==> src/rtl/voice_allocator_if.sv <==
// rtl/voice_allocator_if.sv - note event handshake bundle between midi_decoder and voice_allocator
interface voice_allocator_if;
  logic       ev_valid;
  logic       ev_ready;
  logic       ev_on;
  logic [7:0] ev_key;
  logic [7:0] ev_vel;

  modport master (
    output ev_valid,
    output ev_on,
    output ev_key,
    output ev_vel,
    input  ev_ready
  );

  modport slave (
    input  ev_valid,
    input  ev_on,
    input  ev_key,
    input  ev_vel,
    output ev_ready
  );
endinterface

==> src/rtl/voice_allocator.sv <==
// rtl/voice_allocator.sv - assigns MIDI note events to synth voices; VOICE_STEAL_EN enables oldest-voice stealing
module voice_allocator #(
  parameter int VOICES    = 8,
  parameter int V_WIDTH   = 3,
  parameter int NOTE_HOLD = 64,
  parameter int AGE_W     = 8
) (
  input  logic               OSC_CLK,
  input  logic               reset_reg_N,
  voice_allocator_if.slave   ev,
  input  logic [VOICES-1:0]  voice_free,
  output logic [VOICES-1:0]  keys_on,
  output logic               note_on,
  output logic [V_WIDTH-1:0] cur_key_adr,
  output logic [7:0]         cur_key_val,
  output logic [7:0]         cur_vel_on,
  output logic [7:0]         cur_vel_off,
  output logic               ev_dropped,
  output logic               ev_stolen
);

  localparam int HW = $clog2(NOTE_HOLD + 1);
  localparam logic [HW-1:0]      HOLD_LAST = HW'(NOTE_HOLD - 1);
  localparam logic [HW-1:0]      HOLD_END  = HW'(NOTE_HOLD);
  localparam logic [V_WIDTH-1:0] LAST_IDX  = V_WIDTH'(VOICES - 1);

  typedef enum logic [2:0] {IDLE, SCAN, DECIDE, ISSUE, HOLD} state_t;
  state_t state, state_nxt;

  logic               accept;
  logic               ev_on_q;
  logic [7:0]         ev_key_q;
  logic [7:0]         ev_vel_q;
  logic [VOICES-1:0]  snap_free;
  logic [7:0]         key_tbl [VOICES];
  logic [V_WIDTH-1:0] scan_idx;
  logic               match_found;
  logic [V_WIDTH-1:0] match_idx;
  logic               free_found;
  logic [V_WIDTH-1:0] free_idx;
  logic [HW-1:0]      hold_cnt;
  logic               tgt_ok;
  logic [V_WIDTH-1:0] tgt_idx;
  logic               do_issue;

`ifdef VOICE_STEAL_EN
  logic [AGE_W-1:0]   age [VOICES];
  logic [V_WIDTH-1:0] oldest_idx;
  logic [AGE_W-1:0]   oldest_age;
  logic               tgt_steal;
`endif

  assign accept   = ev.ev_valid & ev.ev_ready;
  assign do_issue = (state == DECIDE) & tgt_ok;

  // FSM state register
  always_ff @(posedge OSC_CLK or negedge reset_reg_N) begin
    if (!reset_reg_N) state <= IDLE;
    else              state <= state_nxt;
  end

  // FSM next state, handshake ready and drop strobe
  always_comb begin
    state_nxt   = state;
    ev.ev_ready = 1'b0;
    ev_dropped  = 1'b0;
    case (state)
      IDLE: begin
        ev.ev_ready = 1'b1;
        if (accept) state_nxt = SCAN;
      end
      SCAN:   if (scan_idx == LAST_IDX) state_nxt = DECIDE;
      DECIDE: begin
        ev_dropped = ~tgt_ok;
        state_nxt  = tgt_ok ? ISSUE : IDLE;
      end
      ISSUE:  state_nxt = ev_on_q ? HOLD : IDLE;
      HOLD:   if (hold_cnt == HOLD_END) state_nxt = IDLE;
      default: state_nxt = IDLE;
    endcase
  end

  // Target choice: retrigger match, else lowest free, else (optionally) oldest
  always_comb begin
    tgt_ok  = 1'b0;
    tgt_idx = '0;
`ifdef VOICE_STEAL_EN
    tgt_steal = 1'b0;
`endif
    if (ev_on_q) begin
      if (match_found) begin
        tgt_ok  = 1'b1;
        tgt_idx = match_idx;
      end else if (free_found) begin
        tgt_ok  = 1'b1;
        tgt_idx = free_idx;
      end else begin
`ifdef VOICE_STEAL_EN
        tgt_ok    = 1'b1;
        tgt_idx   = oldest_idx;
        tgt_steal = 1'b1;
`else
        tgt_ok    = 1'b0;
`endif
      end
    end else if (match_found) begin
      tgt_ok  = 1'b1;
      tgt_idx = match_idx;
    end
  end

  // Event snapshot on accept; voice_free is frozen for the whole event
  always_ff @(posedge OSC_CLK or negedge reset_reg_N) begin
    if (!reset_reg_N) begin
      ev_on_q   <= 1'b0;
      ev_key_q  <= '0;
      ev_vel_q  <= '0;
      snap_free <= '0;
    end else if (accept) begin
      ev_on_q   <= ev.ev_on;
      ev_key_q  <= ev.ev_key;
      ev_vel_q  <= ev.ev_vel;
      snap_free <= voice_free;
    end
  end

  // Voice sweep, one voice per cycle, recording first match, first free and oldest
  always_ff @(posedge OSC_CLK or negedge reset_reg_N) begin
    if (!reset_reg_N) begin
      scan_idx    <= '0;
      match_found <= 1'b0;
      match_idx   <= '0;
      free_found  <= 1'b0;
      free_idx    <= '0;
`ifdef VOICE_STEAL_EN
      oldest_idx  <= '0;
      oldest_age  <= '0;
`endif
    end else if (accept) begin
      scan_idx    <= '0;
      match_found <= 1'b0;
      free_found  <= 1'b0;
    end else if (state == SCAN) begin
      if (!match_found && keys_on[scan_idx] && (key_tbl[scan_idx] == ev_key_q)) begin
        match_found <= 1'b1;
        match_idx   <= scan_idx;
      end
      if (!free_found && snap_free[scan_idx] && !keys_on[scan_idx]) begin
        free_found <= 1'b1;
        free_idx   <= scan_idx;
      end
`ifdef VOICE_STEAL_EN
      if ((scan_idx == '0) || (age[scan_idx] > oldest_age)) begin
        oldest_idx <= scan_idx;
        oldest_age <= age[scan_idx];
      end
`endif
      scan_idx <= scan_idx + 1'b1;
    end
  end

  // Engine-facing outputs, key table and note_on hold timer
  always_ff @(posedge OSC_CLK or negedge reset_reg_N) begin
    if (!reset_reg_N) begin
      keys_on     <= '0;
      note_on     <= 1'b0;
      cur_key_adr <= '0;
      cur_key_val <= '0;
      cur_vel_on  <= '0;
      cur_vel_off <= '0;
      hold_cnt    <= '0;
      for (int i = 0; i < VOICES; i++) key_tbl[i] <= '0;
    end else if (do_issue) begin
      cur_key_adr <= tgt_idx;
      cur_key_val <= ev_key_q;
      hold_cnt    <= '0;
      if (ev_on_q) begin
        keys_on[tgt_idx] <= 1'b1;
        key_tbl[tgt_idx] <= ev_key_q;
        cur_vel_on       <= ev_vel_q;
        note_on          <= 1'b1;
      end else begin
        keys_on[tgt_idx] <= 1'b0;
        cur_vel_off      <= ev_vel_q;
      end
    end else if ((state == ISSUE) || (state == HOLD)) begin
      hold_cnt <= hold_cnt + 1'b1;
      if (hold_cnt == HOLD_LAST) note_on <= 1'b0;
    end
  end

`ifdef VOICE_STEAL_EN
  // Steal strobe, visible during the issue cycle
  always_ff @(posedge OSC_CLK or negedge reset_reg_N) begin
    if (!reset_reg_N) ev_stolen <= 1'b0;
    else              ev_stolen <= do_issue & ev_on_q & tgt_steal;
  end

  // Voice ages: issued voice restarts at 0, every other voice ages by one (saturating)
  always_ff @(posedge OSC_CLK or negedge reset_reg_N) begin
    if (!reset_reg_N) begin
      for (int i = 0; i < VOICES; i++) age[i] <= '0;
    end else if (do_issue && ev_on_q) begin
      for (int i = 0; i < VOICES; i++) begin
        if (V_WIDTH'(i) == tgt_idx)  age[i] <= '0;
        else if (age[i] != '1)       age[i] <= age[i] + 1'b1;
      end
    end
  end
`else
  assign ev_stolen = 1'b0;
`endif

endmodule

==> src/flat_wrapper.sv <==
// flat-port wrapper written by rule: the top's interface ports become plain ports
module voice_allocator_flat 
#(
  parameter int VOICES    = 8,
  parameter int V_WIDTH   = 3,
  parameter int NOTE_HOLD = 64,
  parameter int AGE_W     = 8
)
  (OSC_CLK, reset_reg_N, voice_free, keys_on, note_on, cur_key_adr, cur_key_val, cur_vel_on, cur_vel_off, ev_dropped, ev_stolen, ev_ev_valid, ev_ev_on, ev_ev_key, ev_ev_vel, ev_ev_ready);
  voice_allocator_if ev_i ();
  input  logic OSC_CLK;
  input  logic reset_reg_N;
  input  logic [VOICES-1:0] voice_free;
  output logic [VOICES-1:0] keys_on;
  output logic note_on;
  output logic [V_WIDTH-1:0] cur_key_adr;
  output logic [7:0] cur_key_val;
  output logic [7:0] cur_vel_on;
  output logic [7:0] cur_vel_off;
  output logic ev_dropped;
  output logic ev_stolen;
  input wire logic [$bits(ev_i.ev_valid)-1:0] ev_ev_valid;
  input wire logic [$bits(ev_i.ev_on)-1:0] ev_ev_on;
  input wire logic [$bits(ev_i.ev_key)-1:0] ev_ev_key;
  input wire logic [$bits(ev_i.ev_vel)-1:0] ev_ev_vel;
  output wire logic [$bits(ev_i.ev_ready)-1:0] ev_ev_ready;
  assign ev_i.ev_valid = ev_ev_valid;
  assign ev_i.ev_on = ev_ev_on;
  assign ev_i.ev_key = ev_ev_key;
  assign ev_i.ev_vel = ev_ev_vel;
  assign ev_ev_ready = ev_i.ev_ready;
  voice_allocator #(.VOICES(VOICES), .V_WIDTH(V_WIDTH), .NOTE_HOLD(NOTE_HOLD), .AGE_W(AGE_W)) u_core (.OSC_CLK(OSC_CLK), .reset_reg_N(reset_reg_N), .ev(ev_i), .voice_free(voice_free), .keys_on(keys_on), .note_on(note_on), .cur_key_adr(cur_key_adr), .cur_key_val(cur_key_val), .cur_vel_on(cur_vel_on), .cur_vel_off(cur_vel_off), .ev_dropped(ev_dropped), .ev_stolen(ev_stolen));
endmodule
==> config.mk <==
export PLATFORM = sky130hd
export DESIGN_NAME = voice_allocator_flat
export DESIGN_NICKNAME = d
export VERILOG_FILES = /design/src/rtl/voice_allocator_if.sv /design/src/rtl/voice_allocator.sv /design/src/flat_wrapper.sv
export SDC_FILE = /design/constraint.sdc
export NUM_CORES = 1
export LEC_CHECK = 0
export CELL_PAD_IN_SITES_DETAIL_PLACEMENT = 1
export CELL_PAD_IN_SITES_GLOBAL_PLACEMENT = 1
export CORE_ASPECT_RATIO = 1.1
export CORE_MARGIN = 2
export CORE_UTILIZATION = 46
export CTS_BUF_LIST = sky130_fd_sc_hd__clkbuf_8 sky130_fd_sc_hd__clkbuf_16
export CTS_CLUSTER_DIAMETER = 150
export DETAILED_ROUTE_END_ITERATION = 10
export PLACE_DENSITY_LB_ADDON = 0.2
export SLEW_MARGIN = 20
export SYNTH_ARGS = -nofsm -noshare
export SYNTH_HDL_FRONTEND = slang
export SYNTH_SLANG_ARGS = --single-unit
==> constraint.sdc <==
create_clock -name OSC_CLK -period 7.4 [get_ports OSC_CLK]
set_clock_uncertainty 0.15 [all_clocks]
set_input_delay 1.48 -clock OSC_CLK [delete_from_list [all_inputs] [get_ports OSC_CLK]]
set_output_delay 1.48 -clock OSC_CLK [all_outputs]
set_load 0.01 [all_outputs]
# == After elaboration in Yosys (flattened, before gate mapping) ==
# Index checks and enable logic that the tools add are counted.
# word_totals
output_inout_bits,39
in_bits,28
reg_bits,146
word_cells,122
# classes
n_mux,43
n_addsub,2
eq_ne,12
n_reduce_logical,24
n_lt_le_gt_ge,6
n_bitwise,10
# ops
operator,count
bitwise mux 64 bit,1
two-way mux 8 bit,4
two-way mux 3 bit,10
binary-select mux 8 bit (select 3 bit),1
demux 8 bit (select 3 bit),1
two-way mux 1 bit,19
one-hot mux 3 bit (5 select lines),1
two-way mux 7 bit,2
AND reduction 3 bit,4
nonzero test 2 bit,5
bitwise AND 8 bit,1
== test 8 bit,1
"greater-or-equal comparator 4 bit, second input constant",2
"less-than comparator 3 x 4 -> 1 bit, second input constant",2
"!= test 2 x 1 -> 1 bit, second input constant",4
NOT 3 -> 4 bit,2
NOT 8 bit,1
bitwise OR 8 bit,1
AND reduction 2 bit,4
"adder 7 x 1 -> 7 bit, second input constant",1
"== test 7 x 6 -> 1 bit, second input constant",1
"== test 7 bit, second input constant",1
binary-select mux 1 bit (select 3 bit),2
"== test 3 x 2 -> 1 bit, second input constant",2
13 further kinds,24

# == Depth between registers and ports, before layout ==
# Gate-level depths: netlist (run 1).
# logic_depth
ltp_word,10
depth_mapped,8

# == Worst setup path before layout (run 1) ==
# Ideal clock, no wire load.
# synth_path
kind,register -> output
startpoint,reg u_core.ev_on_q
endpoint,out ev_dropped
slack_ps,4779
stages_incl_launch_ff,4
arrival_ps,991
path_cell_list,dfrtp_1 buf_2 a21o_1 nor3b_1
# synth_between
elab_chain_cells,3
# synth_rtl
element,line_no,text
start: declaration,voice_allocator.sv:31,logic ev_on_q;
start signal: assignment,voice_allocator.sv:120,ev_on_q <= ev.ev_on;
two-way mux 1 bit,voice_allocator.sv:90,if (ev_on_q) begin
NOT 1 bit,voice_allocator.sv:74,ev_dropped = ~tgt_ok;
two-way mux 1 bit,voice_allocator.sv:67,case (state)
end: declaration,flat_wrapper.sv:20,output logic ev_dropped;
# Every way passes these cells.

# == Final worst setup path (run 1) ==
# layout_path
startpoint,reg u_core.match_found
endpoint,out ev_dropped
# layout_between
elab_chain_cells,4
elab_cells_between_ends,5
# layout_rtl
element,line_no,text
start: declaration,voice_allocator.sv:37,logic match_found;
start signal: assignment,voice_allocator.sv:131,match_found <= 1'b0;
start signal: assignment,voice_allocator.sv:141,match_found <= 1'b0;
start signal: assignment,voice_allocator.sv:145,match_found <= 1'b1;
two-way mux 1 bit (on tied branches),"voice_allocator.sv:106, voice_allocator.sv:91",
two-way mux 1 bit (*),voice_allocator.sv:90,
NOT 1 bit (*),voice_allocator.sv:74,
two-way mux 1 bit (*),voice_allocator.sv:67,
# Mark *: on every way between the ends. The rest lies on a longest branch, timed or not.

==> impl_metrics.yaml, run 1 <==
placement:
  portBuffers: 65
  place_area_um2: 7270
  gp_congestion: 0.750
  dpl.hpwl_um: 9780
  pre_cts_slack_ns: 4.00
floorplanning:
  initial_core_util: 0.471
  rows: 45
  top_level_ports: 67
  core_um2: 13800
  fp.dieH_um: 129
  chipWidth_um: 117
  design.die.area_um2: 15100
clock_network:
  clk_latency_ns: 0.42
  h-tree-depth: 4
  clockRootBuffer: "clkbuf_16"
  ctsHoldBuffers: 0
  clk_pin_slew_worst_paths_ns: 0.06
  post_cts_buffers: 0
  cts.sinks: 146
  cts_resized: 0
  cts_tree: "built"
  numCtsBuffers: 17
  cts_buffer_depth: 2
synth:
  syn_area_per_cell_um2: 12.7
  netlist.area_leader.share: 0.563
  synth_ff_type: "dfrtp_1"
  synth_area_um2: 6490
  async_flop_share: 1.00
  syn_inst: 510
  yosys_register_bits: 146
  synthTopCellsByArea: "dfrtp_1 (56%), mux2_2 (16%), mux4_2 (6.6%)"
  synthesis.nets: 542
  synth_area_leader_cell: "dfrtp_1"
  seq_area_frac_synth: 0.563
  ys_warn_count: 0
  synth_edf_count: 0
  synth_cell_type_count: 46
critical_path:
  crit_path_start_kind: "flop"
  worstPathArrival_ns: 2.00
  crit_fanout: 13
  cp.required_ns: 5.77
  worstSetupPathType: "flop to primary output"
  critPathCaptureType: "primary output"
timing:
  finalSetupViolCount: 0
  fin_ws_ns: 3.77
  hold_viol: 0
  worstMarginPinSlew_ns: 1.09
  rsz0062_at_grt: "no"
  whs_ns: 0.326
  maxSlewViolCount: 0
  fin_setup_tns_ns: 0
  min_period_ns: 3.63
  max_freq_mhz: 276
  min_period_over_period: 0.490
  relSlewSlack: 0.276
final_layout:
  antenna_cells: 0
  finalNetCount: 599
  areaGrowthSynthToFinish_pct: 20.0
  fin_area_um2: 7790
  drive_gt1_frac: 0.267
detailed_routing:
  drc: 0
  drt-vias-per-instance: 5.40
  drtPass1Iterations: 5
  wirelength_um: 14800
  vias: 4131
  post_drt_wl_per_cell_um: 19.3
  drt_iter0_markers: 140
  postRouteAntennaNets: 0
pwr:
  leakage_uw: 0.00377
  ir_worst_vdd_uv: 180
  power_frac_comb: 0.254
  clockPowerShare: 0.299
  p_int_uw: 1730
  p_total_uw: 2540
  p_per_area_nw_per_um2: 326
  switching_power_uw: 810
  switching_share: 0.319
  p_seq_frac: 0.447
global_routing:
  grt_pass1_vias: 4559
  antenna_found_initial: 0
  track_usage: 0.217
  grt_pass1_wl_um: 24300
  grt_max_degree: 78
  gr-total-overflow: 0
job:
  maxCapViolations: 0
hold_path:
  hold_class: "flop to flop"
status:
  status: "finished, final reports clean"
-- power by group through the flow --
stage	Clock (uW)	Sequential, uW	Combinational, uW
detailed placement	0	1150	653
finish	758	1130	645
CTS	777	1140	657
floorplan	0	1060	469
global route	811	1160	719
global placement	0	1140	631
-- worst max-delay path, stage by stage, from the launching register on --
cell and delay (ns):
dfrtp_1 0.53, a21o_1 0.27, nor3b_1 0.21, clkdlybuf4s50_1 0.58
-- final timing paths --
| kind | slack [ns] | endpoint | start | cells after the start |
|---|---|---|---|---|
| setup / recovery | 3.77 | ev_dropped | u_core.match_found | 3 |
| hold / removal | 0.33 | u_core.snap_free[7] | u_core.snap_free[7] | 2 |
| setup reg to reg | 4.53 | u_core.match_idx[0] | u_core.scan_idx[2] | 6 |
| hold reg to reg | 0.33 | u_core.snap_free[7] | u_core.snap_free[7] | 2 |
| max in group asynchronous | 4.72 | u_core.scan_idx[0] | reset_reg_N | 2 |
| min in group asynchronous | 0.92 | u_core.cur_vel_off[4] | reset_reg_N | 1 |
-- cell usage after synthesis, types with 2 or more instances --
| library cell | n |
|---|---|
| buf_2 | 7 |
| nand2b_1 | 7 |
| mux2_2 | 92 |
| nor2b_1 | 3 |
| a22o_1 | 2 |
| nand4_1 | 3 |
| o22ai_1 | 2 |
| nor4_1 | 2 |
| buf_1 | 3 |
| o21ai_0 | 14 |
| mux2i_1 | 10 |
| and2_1 | 2 |
| nor3_2 | 3 |
| or3_1 | 2 |
| ha_1 | 4 |
| a21o_1 | 3 |
| nor2_1 | 15 |
| xor2_1 | 4 |
| nor2_2 | 3 |
| o31ai_1 | 2 |
| mux2_1 | 3 |
| mux4_2 | 19 |
| clkbuf_1 | 19 |
| nand3_1 | 9 |
| xnor2_1 | 8 |
| inv_1 | 9 |
| nor3_1 | 2 |
| a21oi_1 | 7 |
| nand2_1 | 89 |
| dfrtp_1 | 146 |
-- metal layers --
metal / track usage / vias up / wire length [um]
li1: - / 1888 / -
met1: 0.258 / 2168 / 6220
met2: 0.381 / 53 / 7870
met3: 0.0447 / 22 / 374
met4: 0.0886 / 0 / 287
met5: 0 / - / 0
-- metrics by stage --
stage / util / cells
2_1_floorplan: - / 510
3_3_place_gp: 0.527 / 736
3_5_place_dp: 0.527 / 736
4_1_cts: 0.565 / 765
5_1_grt: 0.565 / 765
6_report: 0.565 / 765
-- cells in the final DEF, fill, tap and decap left out, types with 8 or more instances in the layout --
cell	count
dfrtp_1	146
mux2_2	92
nand2_1	88
clkdlybuf4s50_1	64
mux4_2	19
clkbuf_16	17
nor2_1	15
o21ai_0	14
inv_1	12
mux2i_1	10
nand3_1	9
xnor2_1	8
-- final cells by class --
class / count / area, um2
fillers: 1401 / 6000
flip-flops and latches: 146 / 3650
multi-input cells: 324 / 2670
repair buffers: 69 / 682
clock buffers: 18 / 439
well taps: 188 / 235
clock inverters: 11 / 76.3
inverters: 9 / 33.8
-- cells by family (layout without fill, tap and decap cells) --
| group | Yosys count | in the layout | synth area share |
|---|---|---|---|
| AOI/OAI and AO/OA | 34 | 34 | 0.0318 |
| xor gates and xnor gates | 12 | 12 | 0.0162 |
| adders and majority gates | 4 | 4 | 0.00771 |
| buffers and inverters | 40 | 107 | 0.0262 |
| DFF | 146 | 146 | 0.563 |
| muxes | 125 | 125 | 0.250 |
| other | 1 | 1 | 0.000577 |
| and+or+nand+nor | 148 | 148 | 0.105 |
-- registers in the layout, indices dropped and copies added (netlist names), named ones only --
signal	count
u_core.hold_cnt	7
u_core.cur_key_val	8
u_core.ev_vel_q	8
u_core.note_on	1
u_core.cur_vel_on	8
u_core.match_idx	3
u_core.ev_key_q	8
u_core.scan_idx	3
u_core.key_tbl	64
u_core.state	3
u_core.free_found	1
u_core.free_idx	3
u_core.snap_free	8
u_core.cur_vel_off	8
u_core.ev_on_q	1
u_core.match_found	1
u_core.cur_key_adr	3
Power figures use the tool's default switching activity.
==> run 2: changes to the inputs <==
- CORE_UTILIZATION: 46 -> 42
- clock period: 7.4 -> 3 ns (I/O delays scaled with it)
==> run 2 against run 1 <==
  * The run now ends with hold timing left
  * Clock-buffer cell count stayed put
  * Hold slack worse by 0.33 ns
  * Non-clock buffer count is 19 higher
  * Sequential share of layout area is 1.5 points lower
  * Sequential power is 150% higher
  * Design area is 3.3% higher
  * Setup slack worse by 3.6 ns
  * Global-route usage is 1.1 points lower
  * Power grew to 2.6 times the previous value
  * Register-to-register slack worse by 4.3 ns
  * Die area is 9.2% higher
==> impl_metrics.yaml, run 2 (synthesis results as in run 1) <==
final_layout:
  final_common_cell: "dfrtp_1"
  post-route-util: 0.532
  areaGrowthSynthToFinish_pct: 23.9
  drive_gt1_frac: 0.297
  regMostFlops: "u_core.key_tbl"
  antenna_cells: 0
  fin_area_um2: 8050
  largest_reg_flops: 64
  finalNetCount: 618
  final_cell_mix: "dfrtp_1 (146), mux2_2 (92), nand2_1 (89)"
pwr:
  leakage_uw: 0.00389
  p_per_area_nw_per_um2: 814
  ir_worst_vdd_uv: 437
  p_total_uw: 6550
detailed_routing:
  post_drt_wl_per_cell_um: 19.7
  drt_iter0_markers: 157
  drtPass1Iterations: 4
  drc: 0
  wirelength_um: 15700
  drt-vias-per-instance: 5.33
  postRouteAntennaNets: 0
  vias: 4238
critical_path:
  cp_slowest_stage_delay_ns: 0.58
  critPathCaptureType: "primary output"
  crit_slowest_cell: "clkdlybuf4s50_1"
  worstSetupPathType: "flop to primary output"
  crit_path_start_kind: "flop"
  cp.required_ns: 2.25
  crit_path_cell_trace: "a21o_1 > nor3b_1 > clkdlybuf4s50_1"
  crit_fanout: 13
  worstPathArrival_ns: 2.04
timing:
  fin_setup_tns_ns: 0
  rsz0062_at_grt: "no"
  worstMarginPinSlew_ns: 0.863
  maxSlewViolCount: 0
  whs_ns: -0.00530
  min_period_over_period: 0.929
  finalSetupViolCount: 0
  max_freq_mhz: 359
  hold_viol: 6
  min_period_ns: 2.79
  relSlewSlack: 0.425
clock_network:
  cts_buffer_depth: 2
  cts_tree: "built"
  clockRootBuffer: "clkbuf_16"
  numCtsBuffers: 17
  h-tree-depth: 4
  ctsHoldBuffers: 0
  clk_latency_ns: 0.42
  cts_resized: 0
  cts.sinks: 146
  post_cts_buffers: 0
  clk_pin_slew_worst_paths_ns: 0.06
global_routing:
  grt_max_degree: 61
  antenna_found_initial: 0
  gr-total-overflow: 0
  track_usage: 0.206
  grt_pass1_wl_um: 25400
  grt_pass1_vias: 4673
floorplanning:
  top_level_ports: 67
  core_um2: 15100
  rows: 47
  fp.dieH_um: 134
  chipWidth_um: 123
  design.die.area_um2: 16500
  initial_core_util: 0.430
hold_path:
  hold_class: "primary input to asynchronous set/reset pin"
status:
  status: "finished with violations"
  violations: "hold timing"
placement:
  dpl.hpwl_um: 10600
  gp_congestion: 0.778
  place_area_um2: 7450
  portBuffers: 65
job:
  maxCapViolations: 0
run 2: changes by cell type in the layout (fill, tap and decap cells not counted):
cell	previous run	this run
buf_4	4	21
clkinv_4	0	6
clkinv_2	7	2
inv_1	12	9
inv_6	0	3
buf_12	0	2
bufinv_16	1	2
clkinvlp_4	0	1
nand2_1	88	89
nand2_2	1	0
run 2: metal layers:
layer / up-vias / global-route usage / wire length, um
li1: 1931 / - / -
met3: 16 / 0.0374 / 332
met1: 2231 / 0.269 / 7040
met4: 0 / 0.0734 / 243
met5: - / 0 / 0
met2: 60 / 0.343 / 8050
run 2: worst paths after layout:
kind | cells after the start | from | to | slack (ns)
setup / recovery | 3 | u_core.match_found | ev_dropped | 0.21
hold / removal | 1 | reset_reg_N | u_core.hold_cnt[1] | -0.005
setup reg to reg | 6 | u_core.scan_idx[2] | u_core.match_idx[1] | 0.27
hold reg to reg | 2 | u_core.snap_free[2] | u_core.snap_free[2] | 0.33
max in group asynchronous | 2 | reset_reg_N | u_core.key_tbl[49] | 1.98
min in group OSC_CLK | 2 | u_core.snap_free[2] | u_core.snap_free[2] | 0.33
run 2: cell type report:
| cell class | count | area, um2 |
|---|---|---|
| fillers | 1490 | 7070 |
| clock inverters | 14 | 156 |
| flip-flops and latches | 146 | 3650 |
| multi-input cells | 324 | 2670 |
| well taps | 196 | 245 |
| clock buffers | 18 | 439 |
| repair buffers | 88 | 850 |
| inverters | 9 | 33.8 |
run 2: metrics by stage:
stage | cells | setup slack [ns] | hold slack (ns)
2_1_floorplan | 510 | 0.618 | 0.154
3_3_place_gp | 763 | 0.445 | 0.306
3_5_place_dp | 763 | 0.342 | 0.320
4_1_cts | 795 | 0.161 | 0.00821
5_1_grt | 795 | 0.0956 | 0.0312
6_report | 795 | 0.212 | -0.00530
run 2: critical path, delay by kind of cell, from the launching register on:
kind | cells | cell delay, ns
buf+inv | 1 | 0.58
compound gates | 1 | 0.28
flops | 1 | 0.53
simple gates | 1 | 0.23
run 2: power breakdown:
group	internal (uW)	switching, uW
logic	836	796
registers	2340	465
clock network	1260	859
